[config.mk]
export PLATFORM = sky130hd
export DESIGN_NAME = multicycle_processor_core
export DESIGN_NICKNAME = d
export VERILOG_FILES = /design/src/rtl/multicycle_processor_core.sv
export SDC_FILE = /design/constraint.sdc
export NUM_CORES = 1
export LEC_CHECK = 0
export CORE_MARGIN = 4
export CORE_UTILIZATION = 35
export CTS_CLUSTER_SIZE = 20
export DETAILED_ROUTE_END_ITERATION = 12
export SYNTH_ARGS = -nofsm -noshare
export SYNTH_HDL_FRONTEND = slang
export SYNTH_SLANG_ARGS = --single-unit
[constraint.sdc]
create_clock -name clk -period 4.15 [get_ports clk]
set_clock_uncertainty 0.15 [all_clocks]
set_input_delay 0.6225 -clock clk [delete_from_list [all_inputs] [get_ports clk]]
set_output_delay 0.6225 -clock clk [all_outputs]
set_load 0.01 [all_outputs]
[src/rtl/multicycle_processor_core.sv]
// multicycle_processor_core: FETCH/DECODE/EXEC/MEM core with req/ack instruction and data memories.
// Define PROC_BRANCH_EN to enable JMP/BRZ/BRC; without it opcodes A-C retire as NOP.
module multicycle_processor_core #(
    parameter int DATA_W = 8,
    parameter int REG_AW = 3,
    parameter int PC_W   = 8
) (
    input  logic                clk,
    input  logic                reset,
    output logic                imem_req,
    output logic [PC_W-1:0]     imem_addr,
    input  logic                imem_ack,
    input  logic [3+2*REG_AW:0] imem_rdata,
    output logic                dmem_req,
    output logic                dmem_we,
    output logic [DATA_W-1:0]   dmem_addr,
    output logic [DATA_W-1:0]   dmem_wdata,
    input  logic                dmem_ack,
    input  logic [DATA_W-1:0]   dmem_rdata,
    output logic [PC_W-1:0]     pc,
    output logic                flag_z,
    output logic                flag_c,
    output logic                halted
);
    localparam int INSTR_W  = 4 + 2*REG_AW;
    localparam int NUM_REGS = 2**REG_AW;
    localparam logic [3:0] OP_ADD = 4'h1, OP_SUB = 4'h2, OP_AND = 4'h3, OP_OR  = 4'h4,
                           OP_XOR = 4'h5, OP_NOT = 4'h6, OP_MOV = 4'h7, OP_LD  = 4'h8,
                           OP_ST  = 4'h9, OP_JMP = 4'hA, OP_BRZ = 4'hB, OP_BRC = 4'hC,
                           OP_INC = 4'hD, OP_HALT = 4'hF;
    localparam logic [DATA_W:0] ALU_ONE = 1;
    localparam logic [PC_W-1:0] PC_ONE  = 1;

    typedef enum logic [2:0] {S_FETCH, S_DECODE, S_EXEC, S_MEM, S_HALT} state_t;

    state_t              r_state;
    logic [INSTR_W-1:0]  r_ir;
    logic [DATA_W-1:0]   r_regs [NUM_REGS];
    logic [DATA_W-1:0]   r_opa, r_opb;
    logic [PC_W-1:0]     r_pc;
    logic                r_z, r_c, r_halted;
    logic                r_imem_req, r_dmem_req, r_dmem_we;
    logic [DATA_W-1:0]   r_dmem_addr, r_dmem_wdata;

    logic [3:0]          w_op;
    logic [REG_AW-1:0]   w_d, w_s;
    logic [DATA_W:0]     w_alu;
    logic                w_setf, w_wr;
    logic [PC_W-1:0]     w_next_pc;

    assign w_op   = r_ir[INSTR_W-1 -: 4];
    assign w_d    = r_ir[2*REG_AW-1 -: REG_AW];
    assign w_s    = r_ir[REG_AW-1:0];
    assign w_setf = (w_op >= OP_ADD && w_op <= OP_NOT) || w_op == OP_INC;
    assign w_wr   = w_setf || w_op == OP_MOV;

    // Top bit of w_alu is carry for ADD/INC and borrow for SUB; logic ops leave it 0.
    always_comb begin
        w_alu = '0;
        case (w_op)
            OP_ADD:  w_alu = {1'b0, r_opa} + {1'b0, r_opb};
            OP_SUB:  w_alu = {1'b0, r_opa} - {1'b0, r_opb};
            OP_AND:  w_alu = {1'b0, r_opa & r_opb};
            OP_OR:   w_alu = {1'b0, r_opa | r_opb};
            OP_XOR:  w_alu = {1'b0, r_opa ^ r_opb};
            OP_NOT:  w_alu = {1'b0, ~r_opb};
            OP_MOV:  w_alu = {1'b0, r_opb};
            OP_INC:  w_alu = {1'b0, r_opa} + ALU_ONE;
            default: w_alu = '0;
        endcase
    end

`ifdef PROC_BRANCH_EN
    logic w_taken;
    assign w_taken   = w_op == OP_JMP || (w_op == OP_BRZ && r_z) || (w_op == OP_BRC && r_c);
    assign w_next_pc = w_taken ? PC_W'(r_opb) : r_pc + PC_ONE;
`else
    assign w_next_pc = r_pc + PC_ONE;
`endif

    always_ff @(posedge clk or negedge reset) begin
        if (!reset) begin
            r_state      <= S_FETCH;
            r_ir         <= '0;
            r_opa        <= '0;
            r_opb        <= '0;
            r_pc         <= '0;
            r_z          <= 1'b0;
            r_c          <= 1'b0;
            r_halted     <= 1'b0;
            r_imem_req   <= 1'b0;
            r_dmem_req   <= 1'b0;
            r_dmem_we    <= 1'b0;
            r_dmem_addr  <= '0;
            r_dmem_wdata <= '0;
            for (int i = 0; i < NUM_REGS; i++) r_regs[i] <= '0;
        end else begin
            case (r_state)
                S_FETCH: begin
                    if (r_imem_req && imem_ack) begin
                        r_ir       <= imem_rdata;
                        r_imem_req <= 1'b0;
                        r_state    <= S_DECODE;
                    end else begin
                        r_imem_req <= 1'b1;
                    end
                end
                S_DECODE: begin
                    r_opa   <= r_regs[w_d];
                    r_opb   <= r_regs[w_s];
                    r_state <= S_EXEC;
                end
                S_EXEC: begin
                    if (w_op == OP_HALT) begin
                        r_halted <= 1'b1;
                        r_state  <= S_HALT;
                    end else if (w_op == OP_LD || w_op == OP_ST) begin
                        r_dmem_req   <= 1'b1;
                        r_dmem_we    <= w_op == OP_ST;
                        r_dmem_addr  <= r_opb;
                        r_dmem_wdata <= r_opa;
                        r_state      <= S_MEM;
                    end else begin
                        if (w_wr) r_regs[w_d] <= w_alu[DATA_W-1:0];
                        if (w_setf) begin
                            r_z <= w_alu[DATA_W-1:0] == '0;
                            r_c <= w_alu[DATA_W];
                        end
                        r_pc       <= w_next_pc;
                        r_imem_req <= 1'b1;
                        r_state    <= S_FETCH;
                    end
                end
                S_MEM: begin
                    if (r_dmem_req && dmem_ack) begin
                        if (!r_dmem_we) r_regs[w_d] <= dmem_rdata;
                        r_dmem_req <= 1'b0;
                        r_pc       <= r_pc + PC_ONE;
                        r_imem_req <= 1'b1;
                        r_state    <= S_FETCH;
                    end
                end
                default: r_state <= S_HALT;
            endcase
        end
    end

    assign imem_req   = r_imem_req;
    assign imem_addr  = r_pc;
    assign dmem_req   = r_dmem_req;
    assign dmem_we    = r_dmem_we;
    assign dmem_addr  = r_dmem_addr;
    assign dmem_wdata = r_dmem_wdata;
    assign pc         = r_pc;
    assign flag_z     = r_z;
    assign flag_c     = r_c;
    assign halted     = r_halted;
endmodule
==> results.sh, run 1 <==
export IMPL_ir_drop_uv=313
export IMPL_crit_path_end_kind="flop"
export IMPL_fp_coreArea_mm2=0.0202
export IMPL_gr_usage_met3_pct=4.31
export IMPL_final_nets=730
export IMPL_p_per_area_mw_per_mm2=855
export IMPL_die_h_um=151
export IMPL_first_global_vias=5291
export IMPL_final_cell_mix="dfrtp_1, mux2_2, clkdlybuf4s50_1"
export IMPL_period_share_pct=91.2
export IMPL_rsz0062_at_grt="false"
export IMPL_synth_main_ff_cell="dfrtp_1"
export IMPL_antenna_found_initial=0
export IMPL_gr_total_overflow=0
export IMPL_layout_commonest_cell="dfrtp_1"
export IMPL_postCtsSetupBuffers=0
export IMPL_synth_cell_area_mm2=0.00715
export IMPL_crit_fanout=10
export IMPL_die_w_um=151
export IMPL_root_buffer="clkbuf_16"
export IMPL_timing_fmax_mhz=264
export IMPL_tns_ps=0
export IMPL_ys_warn_count=0
export IMPL_grt_max_degree=75
export IMPL_placementRows=52
export IMPL_reg2reg_from="r_ir[9]$_DFFE_PN0P_"
export IMPL_finalWorstSetupSlack_ps=367
export IMPL_worst_slew_margin_rel_pct=27.8
export IMPL_clock_sinks=123
export IMPL_tightest_slew_ps=1080
export IMPL_crit_chain="nand2b_1 > or3_1 > o211ai_1 > o31ai_1 > ha_1 > nand2_1 > o31ai_1 > a2111oi_0 > a211oi_1 > a21oi_1 > mux2_1"
export IMPL_drv_cap=0
export IMPL_clk_path_buf_depth=2
export IMPL_hold_viol=0
export IMPL_cts_made_buffers=17
export IMPL_outcome="completed"
export IMPL_rr_worst_depth=11
export IMPL_hold_buffers=0
export IMPL_cts_resized=0
export IMPL_setup_viol=0
export IMPL_place_ws_ps=418
export IMPL_grt_use_total_pct=16.4
export IMPL_insertedDiodeCount=0
export IMPL_final_min_clock_period_ps=3780
export IMPL_grt_pass1_wl_um=28900
export IMPL_reg2reg_slack_ps=370
export IMPL_totalWireLength_um=17900
export IMPL_drt_iter0_drc=428
export IMPL_vias_per_cell=5.33
export IMPL_busiest_layer="met2"
export IMPL_syn_num_nets=684
export IMPL_r2r_end="r_regs[55]$_DFFE_PN0P_"
export IMPL_synth_edf_count=0
export IMPL_whs_ps=78.9
export IMPL_crit_top_cell="o31ai_1"
export IMPL_cts_tree="built"
export IMPL_start_util_pct=35.4
export IMPL_numPortBuffers=59
export IMPL_critPathMaxStageDelay_ps=500
export IMPL_vias=5130
export IMPL_critPathLaunchType="flop"
export IMPL_antenna_left=0
export IMPL_p_leak_nw=3.76
export IMPL_dieArea_mm2=0.0228
export IMPL_ioPinCount=60
export IMPL_grt_use_met2_pct=27.0
export IMPL_seq_area_frac_synth_pct=43.1
export IMPL_syn_to_final_growth_pct=18.5
export IMPL_drt_first_pass_iters=4
export IMPL_hp_class="input port to asynchronous set/reset pin"
export IMPL_synthCells=634
export IMPL_synth_cell_types=63
export IMPL_htreeDepth=4
export IMPL_grt_met1_usage_pct=21.3
export IMPL_synth_seq_cells=123
export IMPL_clock_latency_ps=420
export IMPL_final_max_slew_viol_count=0
export IMPL_post_route_drc_count=0
export IMPL_crit_required_ps=4300
export IMPL_fillers=1956
export IMPL_crit_type="flop to flop"
export IMPL_final_layout_size_suffix_gt1_share_pct=24.2
export IMPL_postSynthAreaPerCell_um2=11.3
export IMPL_drt_wirelength_per_cell_um=18.6
export IMPL_post_dp_hpwl_um=12800
export IMPL_place_congestion=0.891
export IMPL_clkTransAtPathRegs_ps=60
export IMPL_crit_arrival_ps=3930
export IMPL_async_flop_share_pct=100
export IMPL_slowest_stage="or3_1"
## cell families after synthesis
kind of cell	Yosys count	synth area share [%]
and+or+nand+nor	146	10.2
AOI/OAI and AO/OA	125	11.5
muxes	125	23.1
DFF	123	43.1
buffers and inverters	69	4.94
adders and majority gates	28	5.01
xor gates and xnor gates	18	2.21
## metrics by stage
step / util, % / cells / cell area, µm² / power, mW
after floorplan: - / 634 / 7150 / 4.79
after global placement: 39.3 / 931 / 7930 / 5.76
after detailed placement: 39.3 / 931 / 7930 / 5.86
after CTS: 42.0 / 963 / 8470 / 7.29
after global routing: 42.0 / 963 / 8470 / 7.78
final: 42.0 / 963 / 8470 / 7.24
## power by group
part / leakage (nW) / switching (mW) / total (mW) / internal [mW]
sequential: 1.60 / 0.665 / 2.36 / 1.69
clock: 0.255 / 0.545 / 1.38 / 0.834
combinational: 1.91 / 1.80 / 3.51 / 1.70
total: 3.76 / 3.01 / 7.24 / 4.22
## cells in the mapped netlist, drive strengths merged, types with 11 or more instances
library cell | number | area, µm²
a21oi | 40 | 215
xnor2 | 11 | 96.3
dfrtp | 123 | 3080
o21ai | 28 | 140
mux4 | 22 | 495
nor3 | 14 | 90.1
ha | 27 | 338
buf | 27 | 194
clkbuf | 18 | 68.8
mux2i | 22 | 220
inv | 23 | 86.3
nand3 | 13 | 65.1
nor2 | 46 | 175
nand2 | 39 | 146
mux2 | 81 | 935
## state kept, by name, summed over array words and instances (netlist names), 3 cells and up
| name | cells |
|---|---|
| r_regs | 64 |
| r_ir | 10 |
| dmem_addr | 8 |
| dmem_wdata | 8 |
| imem_addr | 8 |
| r_opa | 8 |
| r_opb | 8 |
| r_state | 3 |
## area by class of cell
type / instances / area (µm²) / share of cell area, %
clock buffers: 21 / 450 / 5.32
well taps: 270 / 338 / 3.99
repair buffers: 72 / 698 / 8.24
multi-input cells: 442 / 3720 / 43.9
inverters: 24 / 90.1 / 1.06
flip-flops and latches: 123 / 3080 / 36.3
clock inverters: 11 / 96.3 / 1.14
## metal layers
metal | wire (µm) | part of all wire (%)
met3 | 900 | 5.0
met5 | 0 | 0
met4 | 333 | 1.9
met2 | 8760 | 49
met1 | 7870 | 44
## worst max-delay path by stage
stage                     slack, ps                start                     end  depth (start not counted)
after global routing            180  r_ir[9]$_DFFE_PN0P_  r_regs[55]$_DFFE_PN0P_                         11
after floorplan                 830  r_ir[6]$_DFFE_PN0P_  r_regs[55]$_DFFE_PN0P_                         12
final                           370  r_ir[9]$_DFFE_PN0P_  r_regs[55]$_DFFE_PN0P_                         11
after global placement          510  r_ir[9]$_DFFE_PN0P_  r_regs[55]$_DFFE_PN0P_                         11
after CTS                       410  r_ir[9]$_DFFE_PN0P_  r_regs[55]$_DFFE_PN0P_                         11
after detailed placement        420  r_ir[9]$_DFFE_PN0P_  r_regs[55]$_DFFE_PN0P_                         11
## worst max-delay path: cells and delay by family (launching register included)
kind	cells	cell delay (ps)
AOI/OAI and AO/OA	6	1530
DFF	1	460
adders and majority gates	1	370
muxes	1	330
and+or+nand+nor	3	810
Note: power is estimated with default switching activity, not from simulation.
==> run 2, diff against run 1 <==
--- a/config.mk
+++ b/config.mk
@@ -6,9 +6,10 @@
 export NUM_CORES = 1
 export LEC_CHECK = 0
 export CORE_MARGIN = 4
-export CORE_UTILIZATION = 35
+export CORE_UTILIZATION = 50
 export CTS_CLUSTER_SIZE = 20
 export DETAILED_ROUTE_END_ITERATION = 12
+export PLACE_DENSITY = 0.7
 export SYNTH_ARGS = -nofsm -noshare
 export SYNTH_HDL_FRONTEND = slang
 export SYNTH_SLANG_ARGS = --single-unit
==> run 2 against run 1 <==
Worst setup slack better by 51 ps. Die area down 29%. Final cell count down 9.6%. Global-route usage up 5.9 points. Wire length down 2.5%. Critical endpoint unchanged. Critical path depth unchanged. Sequential power about the same.
==> results.sh, run 2 (same netlist as run 1, synthesis figures left out) <==
export IMPL_outcome="completed"
export IMPL_placementRows=43
export IMPL_final_min_clock_period_ps=3730
export IMPL_htreeDepth=4
export IMPL_drv_cap=0
export IMPL_crit_chain="nand2b_1 > or3_1 > o211ai_1 > o31ai_1 > ha_1 > nand2_1 > o31ai_2 > a2111oi_0 > a211oi_1 > a21oi_1 > mux2_1"
export IMPL_tightest_slew_ps=1140
export IMPL_r2r_end="r_regs[55]$_DFFE_PN0P_"
export IMPL_drt_first_pass_iters=5
export IMPL_final_max_slew_viol_count=0
export IMPL_totalWireLength_um=17400
export IMPL_grt_max_degree=74
export IMPL_layout_commonest_cell="dfrtp_1"
export IMPL_clock_latency_ps=420
export IMPL_slowest_stage="or3_1"
export IMPL_p_leak_nw=3.80
export IMPL_tns_ps=0
export IMPL_drt_iter0_drc=427
export IMPL_largest_reg_flops=64
export IMPL_timing_fmax_mhz=268
export IMPL_final_cells=871
export IMPL_worst_slew_margin_rel_pct=23.4
export IMPL_crit_path_end_kind="flop"
export IMPL_cts_tree="built"
export IMPL_antenna_found_initial=0
export IMPL_largest_register="r_regs"
export IMPL_postCtsSetupBuffers=0
export IMPL_antenna_left=0
export IMPL_root_buffer="clkbuf_16"
export IMPL_die_w_um=128
export IMPL_gr_total_overflow=0
export IMPL_largestRegisters="r_regs (64), r_ir (10)"
export IMPL_crit_arrival_ps=3880
export IMPL_post_dp_hpwl_um=12400
export IMPL_crit_type="flop to flop"
export IMPL_ir_drop_uv=480
export IMPL_hold_buffers=0
export IMPL_placedCellCount=841
export IMPL_post_route_drc_count=0
export IMPL_crit_fanout=10
export IMPL_finalWorstSetupSlack_ps=418
export IMPL_clock_sinks=123
export IMPL_period_share_pct=89.9
export IMPL_hp_class="input port to asynchronous set/reset pin"
export IMPL_die_h_um=128
export IMPL_whs_ps=86.2
export IMPL_rr_worst_depth=11
export IMPL_clkTransAtPathRegs_ps=50
export IMPL_final_layout_size_suffix_gt1_share_pct=24.5
export IMPL_dieArea_mm2=0.0163
export IMPL_fp_coreArea_mm2=0.0139
export IMPL_place_congestion=0.856
export IMPL_hold_viol=0
export IMPL_grt_use_total_pct=22.4
export IMPL_ioPinCount=60
export IMPL_insertedDiodeCount=0
export IMPL_final_nets=730
export IMPL_rsz0062_at_grt="false"
export IMPL_clk_path_buf_depth=2
export IMPL_p_per_area_mw_per_mm2=887
export IMPL_start_util_pct=51.3
export IMPL_vias_per_cell=5.95
export IMPL_final_cell_mix="dfrtp_1, mux2_2, clkdlybuf4s50_1"
export IMPL_final_util_pct=60.6
export IMPL_syn_to_final_growth_pct=18.1
export IMPL_vias=5182
export IMPL_critPathLaunchType="flop"
export IMPL_first_global_vias=5249
export IMPL_numPortBuffers=59
export IMPL_place_ws_ps=340
export IMPL_setup_viol=0
export IMPL_grt_pass1_wl_um=28300
export IMPL_critPathMaxStageDelay_ps=500
export IMPL_reg2reg_slack_ps=420
export IMPL_drt_wirelength_per_cell_um=20.0
export IMPL_reg2reg_from="r_ir[9]$_DFFE_PN0P_"
export IMPL_crit_required_ps=4290
export IMPL_cts_made_buffers=17
## run 2: cell count changes in the layout (fill, tap and decap cells not counted)
cell,previous run,this run
bufinv_16,1,4
clkinv_2,4,1
clkbuf_1,3,1
clkinvlp_4,5,3
clkbuf_8,1,2
clkinv_4,0,1
o31ai_1,6,5
o31ai_2,0,1
## run 2: routing by layer
layer | vias to the layer above | share of wire, % | global-route usage [%]
met1 | 2567 | 44 | 29.6
met5 | - | 0 | 0
met3 | 31 | 4.9 | 4.97
li1 | 2408 | - | -
met4 | 0 | 2.0 | 7.44
met2 | 176 | 49 | 36.7
## run 2: layout make-up
class	instances	area [µm²]
fillers	1120	5500
multi-input cells	442	3730
flip-flops and latches	123	3080
repair buffers	72	698
clock buffers	20	457
well taps	180	225
clock inverters	10	165
inverters	24	90.1
## run 2: power breakdown
part	switching, mW	internal, mW	leakage [nW]
logic	1.84	1.72	1.91
registers	0.671	1.69	1.60
clock network	0.534	1.03	0.295
## run 2: worst max path at each step
stage	startpoint	endpoint	slack, ps	cells after the start
CTS	r_ir[9]$_DFFE_PN0P_	r_regs[55]$_DFFE_PN0P_	330	11
floorplan	r_ir[6]$_DFFE_PN0P_	r_regs[55]$_DFFE_PN0P_	830	12
global placement	r_ir[9]$_DFFE_PN0P_	r_regs[55]$_DFFE_PN0P_	530	11
detailed placement	r_ir[9]$_DFFE_PN0P_	r_regs[55]$_DFFE_PN0P_	340	11
finish	r_ir[9]$_DFFE_PN0P_	r_regs[55]$_DFFE_PN0P_	420	11
global route	r_ir[9]$_DFFE_PN0P_	r_regs[55]$_DFFE_PN0P_	110	11
## run 2: worst max-delay path: cells and delay by family, from the launching register on
family	cells	cell delay (ps)
AND/OR/NAND/NOR	3	840
multiplexers	1	350
flip-flops	1	470
adder cells (fa/ha/maj)	1	370
AO/OA/AOI/OAI	6	1430
## run 2: through the flow
| stage | total power, mW | area (µm²) |
|---|---|---|
| detailed placement | 5.87 | 7810 |
| CTS | 7.46 | 8430 |
| floorplan | 4.79 | 7150 |
| global route | 7.99 | 8440 |
| finish | 7.48 | 8440 |
| global placement | 5.73 | 7810 |
## run 2: what timing repair did
action                                  4_1_cts  5_1_grt
endpoints found under the hold margin         0        0
endpoints found under the setup margin        0        1
gates resized for setup                       0        1
